**src/rtl/uart_rx.sv**
```systemverilog
// uart_rx: 8N1 serial receiver with mid-bit sampling.
//
// The receiver synchronizes rx and detects a start edge. It confirms the start
// bit at its half-bit point, then samples the eight data bits (LSB first) and
// the stop bit one bit-time apart. A good frame updates data_out and pulses
// data_valid. A low stop bit pulses framing_err, and the receiver then waits
// for the line to return high before it looks for another start edge.
//
// Ports:
//   clk          system clock, rising edge
//   rst          asynchronous reset, active low
//   rx           serial line, idle high, asynchronous to clk
//   data_out     last correctly framed byte, held until overwritten
//   data_valid   one-cycle pulse when data_out has just been updated
//   framing_err  one-cycle pulse when the stop bit was sampled low
//   busy         high from start detection until return to IDLE
//
// state     | meaning
// ----------+----------------------------------------------------------
// IDLE      | line idle, waiting for rx_s low
// START     | timing to mid start bit; high there means a glitch
// DATA      | sampling 8 data bits, one per bit-time
// STOP      | timing to mid stop bit, then strobe or flag an error
// WAIT_HIGH | stop bit was low; hold off until the line returns high

module uart_rx #(
   parameter int CLKS_PER_BIT = 868
) (
   input  logic       clk,
   input  logic       rst,
   input  logic       rx,
   output logic [7:0] data_out,
   output logic       data_valid,
   output logic       framing_err,
   output logic       busy
);

   localparam int TW = (CLKS_PER_BIT > 1) ? $clog2(CLKS_PER_BIT) : 1;
   localparam logic [TW-1:0] T_HALF = TW'(CLKS_PER_BIT / 2 - 1);
   localparam logic [TW-1:0] T_FULL = TW'(CLKS_PER_BIT - 1);

   typedef enum logic [2:0] {
      IDLE,
      START,
      DATA,
      STOP,
      WAIT_HIGH
   } state_t;

   state_t          state;
   logic            rx_m;
   logic            rx_s;
   logic [TW-1:0]   timer;
   logic [2:0]      bit_idx;
   logic [7:0]      shift_reg;

   // Both flops reset high so that releasing reset never looks like a start edge.
   always_ff @(posedge clk or negedge rst) begin
      if (!rst) begin
         rx_m <= 1'b1;
         rx_s <= 1'b1;
      end else begin
         rx_m <= rx;
         rx_s <= rx_m;
      end
   end

   always_ff @(posedge clk or negedge rst) begin
      if (!rst) begin
         state       <= IDLE;
         timer       <= '0;
         bit_idx     <= '0;
         shift_reg   <= '0;
         data_out    <= '0;
         data_valid  <= 1'b0;
         framing_err <= 1'b0;
         busy        <= 1'b0;
      end else begin
         data_valid  <= 1'b0;
         framing_err <= 1'b0;
         case (state)
            IDLE: begin
               busy    <= 1'b0;
               timer   <= '0;
               bit_idx <= '0;
               if (!rx_s) begin
                  state <= START;
                  busy  <= 1'b1;
               end
            end
            START: begin
               if (timer == T_HALF) begin
                  timer   <= '0;
                  bit_idx <= '0;
                  if (!rx_s) begin
                     state <= DATA;
                  end else begin
                     state <= IDLE;
                     busy  <= 1'b0;
                  end
               end else begin
                  timer <= timer + 1'b1;
               end
            end
            DATA: begin
               if (timer == T_FULL) begin
                  timer              <= '0;
                  shift_reg[bit_idx] <= rx_s;
                  if (bit_idx == 3'd7) begin
                     bit_idx <= '0;
                     state   <= STOP;
                  end else begin
                     bit_idx <= bit_idx + 1'b1;
                  end
               end else begin
                  timer <= timer + 1'b1;
               end
            end
            STOP: begin
               if (timer == T_FULL) begin
                  timer <= '0;
                  if (rx_s) begin
                     data_out   <= shift_reg;
                     data_valid <= 1'b1;
                     busy       <= 1'b0;
                     state      <= IDLE;
                  end else begin
                     framing_err <= 1'b1;
                     state       <= WAIT_HIGH;
                  end
               end else begin
                  timer <= timer + 1'b1;
               end
            end
            WAIT_HIGH: begin
               timer <= '0;
               if (rx_s) begin
                  busy  <= 1'b0;
                  state <= IDLE;
               end
            end
            default: begin
               state <= IDLE;
               busy  <= 1'b0;
               timer <= '0;
            end
         endcase
      end
   end

endmodule

```
**config.mk**
```make
export PLATFORM = sky130hd
export DESIGN_NAME = uart_rx
export DESIGN_NICKNAME = d
export VERILOG_FILES = /design/src/rtl/uart_rx.sv
export SDC_FILE = /design/constraint.sdc
export NUM_CORES = 1
export LEC_CHECK = 0
export BUFFER_PORTS_ARGS = -buffer_cell sky130_fd_sc_hd__clkbuf_2
export CORE_MARGIN = 2
export CORE_UTILIZATION = 53
export DETAILED_ROUTE_END_ITERATION = 10
export MAX_ROUTING_LAYER = met4
export PLACE_DENSITY = 0.81
export SLEW_MARGIN = 20
export SYNTH_ARGS = -nofsm -noshare
export SYNTH_HDL_FRONTEND = slang
export SYNTH_SLANG_ARGS = --single-unit
```
**constraint.sdc**
```tcl
create_clock -name clk -period 1.7 [get_ports clk]
set_input_delay 0.17 -clock clk [delete_from_list [all_inputs] [get_ports clk]]
set_output_delay 0.17 -clock clk [all_outputs]
set_load 0.1 [all_outputs]
```
## After elaboration in Yosys (flattened, before gate mapping)

Index checks and enable logic that the tools add are counted.

| operators by class | value |
|---|---|
| $add $sub $neg | 2 |
| $mul | 0 |
| div/mod/pow operators | 0 |
| $lt $le $gt $ge | 2 |
| equality and inequality tests | 13 |
| shift-type cells | 0 |
| muxes and demuxes | 29 |
| bitwise operators | 1 |
| reduce and logical (&&, ||, !) cells | 9 |

Operator list:

| operator | count |
|---|---|
| $mux 3 | 10 |
| $mux 10 | 2 |
| $pmux 10 s2 | 1 |
| $pmux 3 s5 | 1 |
| $ne 2x2->1 const B | 6 |
| $add 10x1->10 const B | 1 |
| $eq 10x10->1 const B | 1 |
| $eq 10x9->1 const B | 1 |
| $mux 1 | 10 |
| $pmux 3 s3 | 1 |
| $reduce_and 3->1 | 3 |
| $bwmux 8 | 1 |
| $eq 3x2->1 const B | 2 |
| $eq 3x3->1 const B | 2 |
| $reduce_and 6->1 | 1 |
| $pmux 1 s5 | 1 |
| $lt 3x4->1 const B | 1 |
| $add 3x1->3 const B | 1 |
| $demux 1 s3 | 1 |
| $eq 3x1->1 const B | 1 |
| $ge 3x1->1 const B | 1 |
| $logic_not 3->1 | 1 |
| $reduce_bool 3->1 | 1 |
| $mux 2 | 1 |
| other kinds (4) | 4 |

| storage, ports and cells | value |
|---|---|
| register bits after elaboration | 37 |
| latch bits | 0 |
| memory bits (writable) | 0 |
| bits in read-only memories | 0 |
| bits of input ports | 3 |
| output and inout port bits | 11 |
| logic and storage cells | 66 |
| memories | 0 |

## Longest topological paths before layout

Gate-level depths: netlist (run 1).

| depth | value |
|---|---|
| depth after elaboration | 5 |
| depth in mapped cells | 7 |
| mapped depth without buffers | 6 |

## Worst setup path after synthesis (run 1)

No wires, ideal clock.

| path | value |
|---|---|
| kind | reg-to-reg |
| start | register timer[3] |
| end | register data_out[0] |
| library setup time | 126 ps |
| arrival time | 1768 ps |
| slack | -195 ps |
| stages on the path, launching flop included | 7 |
| path buffers | 2 |
| clock period less this slack | 1895 ps |
| cell sequence | dfrtp_1 -> or3b_1 -> buf_6 -> nor3_4 -> and3_1 -> buf_6 -> mux2_4 |

| on the way | value |
|---|---|
| word-level cells in the longest chain between the ends | 2 |

RTL lines:

| what | line | RTL |
|---|---|---|
| start: declaration | 53 | `logic [TW-1:0] timer;` |
| start signal: assignment | 102 | `timer <= timer + 1'b1;` |
| start signal: assignment | 116 | `timer <= timer + 1'b1;` |
| start signal: assignment | 132 | `timer <= timer + 1'b1;` |
| $eq 10x10->1 | 120 | `if (timer == T_FULL) begin` |
| $reduce_and 3->1 (no line) | n/a |  |
| end signal: assignment | 123 | `data_out <= shift_reg;` |
| end: declaration | 32 | `output logic [7:0] data_out,` |

No other way between the ends.
A chain may end at the register's enable or synchronous reset.

## Final worst setup path (run 1)

| path | value |
|---|---|
| start | register timer[2] |
| end | register data_out[4] |

The elaborated chain is that of the path after synthesis.

==> flow_summary.ini, run 1 <==
[logic_synthesis]
ys_seq_elements = 37
yosysUniqueCellTypes = 45
synth_area_leaders = dfrtp_1, mux2_4, dfstp_2
syn-cell-area_um2 = 1790
yosysSeqAreaShare_pct = 52.0
ys.warnings.count = 0
synth_ff_type = dfrtp_1
postSynth.asyncResetShare_pct = 100
synth_top_area_share_pct = 49.1
synth_edf_count = 0
synthCells = 156
syn_nets = 163
synth_area_per_cell_um2 = 11.4
yosysTopAreaCell = dfrtp_1

[die]
die_w_um = 62.0
die-area_um2 = 3850
fp-row-count = 21
initial_core_util_pct = 54.4
core-area_um2 = 3280
pin_count = 14
die_y_um = 62.0

[routing]
ant_nets = 0
drt_pass1_iterations = 4
drcViolationCount = 0
drt_iter0_drc = 44
routed_via_density = 5.70
wire_per_inst_um = 16.8
drt_wl_total_um = 4100
route.vias.total = 1390

[timing]
slew_violations = 0
fin_crit_ns = 1.79
final-setup-viol-count = 21
rsz0062_at_grt = true
hold_violations = 0
fin_crit_sh_pct = 105
timing.fmax_mhz = 558
worst_pin_slew_ns = 0.543
finClkSkew_ns = 0.0161
fin_ws_ns = -0.0906
slew-limit-headroom_pct = 64.0
whs_ns = 0.301
tns_ns = -1.11

[min_path]
hold_class = in -> async

[setup_path]
critical_path.top_delay_family = simple AND/OR/NAND/NOR gates
reg2reg_to = data_out[4]
reg2reg_depth = 5
r2r-start = timer[2]
critPathMaxFanout = 9
cp.arrival_ns = 2.03
crit_type = reg -> reg
cp-end-kind = register
worst_ep_required_time_ns = 1.94
slowest_delay_ns = 0.46
rrSetupSlack_ns = -0.09
critPathLaunchType = register
critPathSlowestCell = or3b_4
crit_chain = or3b_4, nor3_4, and3_4, buf_12, mux2_4
worst-path-buf-inv = 1

[clock_network]
clock_sinks = 37
cts_root_buf = clkbuf_4
clock_latency_ns = 0.36
cts_made_buffers = 5
clk_path_buf_depth = 2
cts_tree = yes
path_clk_slew_ns = 0.11
cts_htree_levels = 2

[grt]
antenna_found_initial = 0
overflow = 0
grt_usage_pct = 24.4
grt_pass1_vias = 1380
grt_max_degree = 21
grt_pass1_wl_um = 6400

[finish]
drive_above_1_share_pct = 40.4
antenna_cells = 0
largest_register_ffs = 10
finalNetCount = 204
utilization_pct = 70.0
layout_commonest_cell = dfrtp_1
syn_to_final_growth_pct = 28.7
final_cell_mix = dfrtp_1, buf_4, nor2_1, clkbuf_2, mux2_4
fill_cells = 242

[run_status]
outcome = finished, violations left
violations = setup timing

[placement]
gp_congestion = 0.953
port-buffer-count = 13
dp_hpwl_um = 2860

[pwr]
irDropWorstVdd_mv = 0.411
power.leakage_nw = 1.05
powerDensity_nw_per_um2 = 595

[job]
cap_violations = 0
layout make-up:
type | count | area, um2 | area share [%]
clock inverters | 2 | 10.0 | 0.435
inverters | 6 | 22.5 | 0.980
repair buffers | 40 | 322 | 14.0
flip-flops and latches | 37 | 928 | 40.4
multi-input cells | 107 | 917 | 39.9
well taps | 46 | 57.6 | 2.50
clock buffers | 6 | 41.3 | 1.80
through the flow:
step                      power, mW  setup WS, ns  cells  instance area, um2
final                          1.37       -0.0906    244                2300
after global routing           1.42        -0.137    244                2300
after CTS                      1.37       -0.0542    244                2240
after detailed placement      0.933        -0.138    233                2110
after global placement        0.932       -0.0563    233                2110
after floorplan               0.906        -0.128    156                1820
routing by layer:
layer	part of all wire, %	wire [um]	GRT usage [%]	up-vias
met5	0	0	-	-
met4	2.7	111	10.9	0
met3	3.3	135	6.42	13
met2	55	2250	42.6	26
met1	39	1610	25.5	702
li1	-	-	-	649
report_power, final:
| part | leakage (nW) | switching (mW) | internal [mW] |
|---|---|---|---|
| clock network | 0.0320 | 0.291 | 0.157 |
| logic | 0.525 | 0.0220 | 0.0100 |
| registers | 0.490 | 0.00376 | 0.884 |
how the worst max path moves through the flow:
stage	startpoint	endpoint	cells after the start
after detailed placement	timer[3]	bit_idx[0]	4
after floorplan	timer[3]	data_out[0]	6
after CTS	timer[3]	data_out[4]	5
after global routing	timer[0]	timer[3]	7
final	timer[2]	data_out[4]	5
after global placement	timer[3]	bit_idx[0]	4
cells by family (layout without fill, tap and decap cells):
logic type | count (synthesis) | after routing | synth area share [%]
buf+inv | 12 | 54 | 3.50
compound gates | 25 | 25 | 9.95
mux | 13 | 13 | 9.74
xor+xnor | 8 | 8 | 3.92
simple gates | 57 | 57 | 18.1
flops | 37 | 37 | 52.0
fa+ha+maj | 4 | 4 | 2.80
synth_stat cells (all sizes together), types with 4 or more instances:
library cell and count:
o31ai 7, xnor2 4, o21ai 6, inv 5, buf 5, and3 4, dfrtp 35, nor3 9
ha 4, nor2 14, xor2 4, nand2 8, mux2 11, nand3 5, nand4 5
what timing repair did:
action                                  4_1_cts  5_1_grt
endpoints found under the setup margin       21       32
hold endpoints to repair                     18        0
pin swaps                                     1        7
hold buffers                                  2        0
buffers inserted                              1        1
gates cloned                                  0        0
gates resized for setup                       9       17
Power figures use the tool's default switching activity.
==> run 2: changes to the inputs <==
- MAX_ROUTING_LAYER: met4 -> not set
- RECOVER_POWER: not set -> 25
==> flow_summary.ini, run 2 (same netlist as run 1, synthesis figures left out) <==
[clock_network]
path_clk_slew_ns = 0.12
cts_made_buffers = 5
cts_tree = yes
cts_htree_levels = 2
postCtsSetupBuffers = 0
clock_sinks = 37
clk_path_buf_depth = 2
cts_root_buf = clkbuf_4
clock_latency_ns = 0.36

[timing]
slew_violations = 0
rsz0062_at_grt = true
worst_pin_slew_ns = 1.05
final-setup-viol-count = 16
timing.fmax_mhz = 577
whs_ns = 0.367
slew-limit-headroom_pct = 29.9
fin_crit_ns = 1.73
finClkSkew_ns = 0.0148
hold_violations = 0
fin_crit_sh_pct = 102
fin_ws_ns = -0.0320

[grt]
grt_pass1_wl_um = 6190
grt_max_degree = 22
antenna_found_initial = 0
grt_usage_pct = 22.8
overflow = 0
grt_pass1_vias = 1328

[finish]
final_cell_mix = dfrtp_1, buf_4, nor2_1, clkbuf_2, mux2_4
drive_above_1_share_pct = 41.2
finalNetCount = 205
antenna_cells = 0
design_area_um2 = 2350
layout_commonest_cell = dfrtp_1
utilization_pct = 71.7
syn_to_final_growth_pct = 31.9
largest_register_ffs = 10

[routing]
drcViolationCount = 0
routed_via_density = 5.64
drt_wl_total_um = 3960
drt_iter0_drc = 53
route.vias.total = 1382
ant_nets = 0
wire_per_inst_um = 16.2
drt_pass1_iterations = 4

[placement]
gp_congestion = 0.917
pre_cts_slack_ns = -0.107
port-buffer-count = 13
dp_hpwl_um = 2940
placed_area_um2 = 2130

[pwr]
power.leakage_nw = 1.07
powerDensity_nw_per_um2 = 725
irDropWorstVdd_mv = 0.389

[setup_path]
worst_ep_required_time_ns = 1.95
cp-end-kind = register
crit_type = reg -> reg
cp-startpoint = timer[3]
critPathMaxFanout = 6
cp.arrival_ns = 1.98
crit_end = bit_idx[0]
critPathLaunchType = register
reg2reg_to = bit_idx[0]
reg2reg_depth = 4
rrSetupSlack_ns = -0.03
r2r-start = timer[3]

[run_status]
outcome = finished, violations left
violations = setup timing

[die]
die_w_um = 62.0
die_y_um = 62.0
pin_count = 14
die-area_um2 = 3850
initial_core_util_pct = 54.4
core-area_um2 = 3280
fp-row-count = 21

[min_path]
hold_class = reg -> reg

[job]
cap_violations = 0
## run 2: cell count changes in the layout (fill, tap and decap cells not counted), moves of 2 or more
cell / before / now
o21ai_1: 4 / 2
bufinv_16: 0 / 2
buf_4: 19 / 21
clkinv_2: 2 / 0
o21ai_2: 0 / 2
## run 2: critical path: stages (launching register included)
cell     delay [ns]
dfrtp_1        0.40
or3b_4         0.46
nor4_2         0.28
o31a_2         0.17
mux2_2         0.32
## run 2: what timing repair did
action / 4_1_cts / 5_1_grt
setup endpoints to repair: 22 / 30
pin swaps: 1 / 6
hold buffers: 2 / 0
hold endpoints to repair: 17 / 0
gates resized for setup: 9 / 17
cloned: 0 / 0
## run 2: routing by layer
metal  wire length, um  global-route usage [%]  vias to the layer above
li1                  -                       -                      652
met1              1610                    26.1                      696
met2              2150                    40.8                       27
met3               148                    6.21                        7
met4                53                    7.29                        0
met5                 0                       0                        -
## run 2: final cells by class
class | count | area [um2]
sequential | 37 | 928
inverter | 6 | 22.5
fill | 213 | 930
multi-input combinational | 107 | 916
clock buffer | 5 | 37.5
timing repair buffer | 41 | 324
clock inverter | 3 | 68.8
tap | 46 | 57.6
## run 2: worst min-delay path by stage
| stage | startpoint | endpoint | slack (ns) | depth (start not counted) |
|---|---|---|---|---|
| after floorplan | rst | bit_idx[0] | -0.13 | 0 |
| after global placement | rst | state[0] | 0.14 | 1 |
| after detailed placement | rst | framing_err | 0.15 | 1 |
| after CTS | rst | timer[2] | 0.32 | 2 |
| after global routing | rx_m | rx_s | 0.38 | 0 |
| final | rx_m | rx_s | 0.37 | 0 |
## run 2: where the power goes
group | leakage [nW] | internal, mW | switching, mW | total [mW]
logic | 0.529 | 0.00976 | 0.0225 | 0.0323
registers | 0.490 | 0.884 | 0.00311 | 0.887
clock network | 0.0558 | 0.463 | 0.326 | 0.788
total | 1.07 | 1.36 | 0.351 | 1.71
## run 2: stage by stage
| step | total power [mW] | instances | TNS (ns) |
|---|---|---|---|
| after CTS | 1.71 | 245 | -0.202 |
| after floorplan | 0.906 | 156 | -1.16 |
| after global routing | 1.76 | 245 | -1.79 |
| after detailed placement | 0.934 | 235 | -0.953 |
| after global placement | 0.932 | 235 | -0.570 |
| final | 1.71 | 245 | -0.223 |
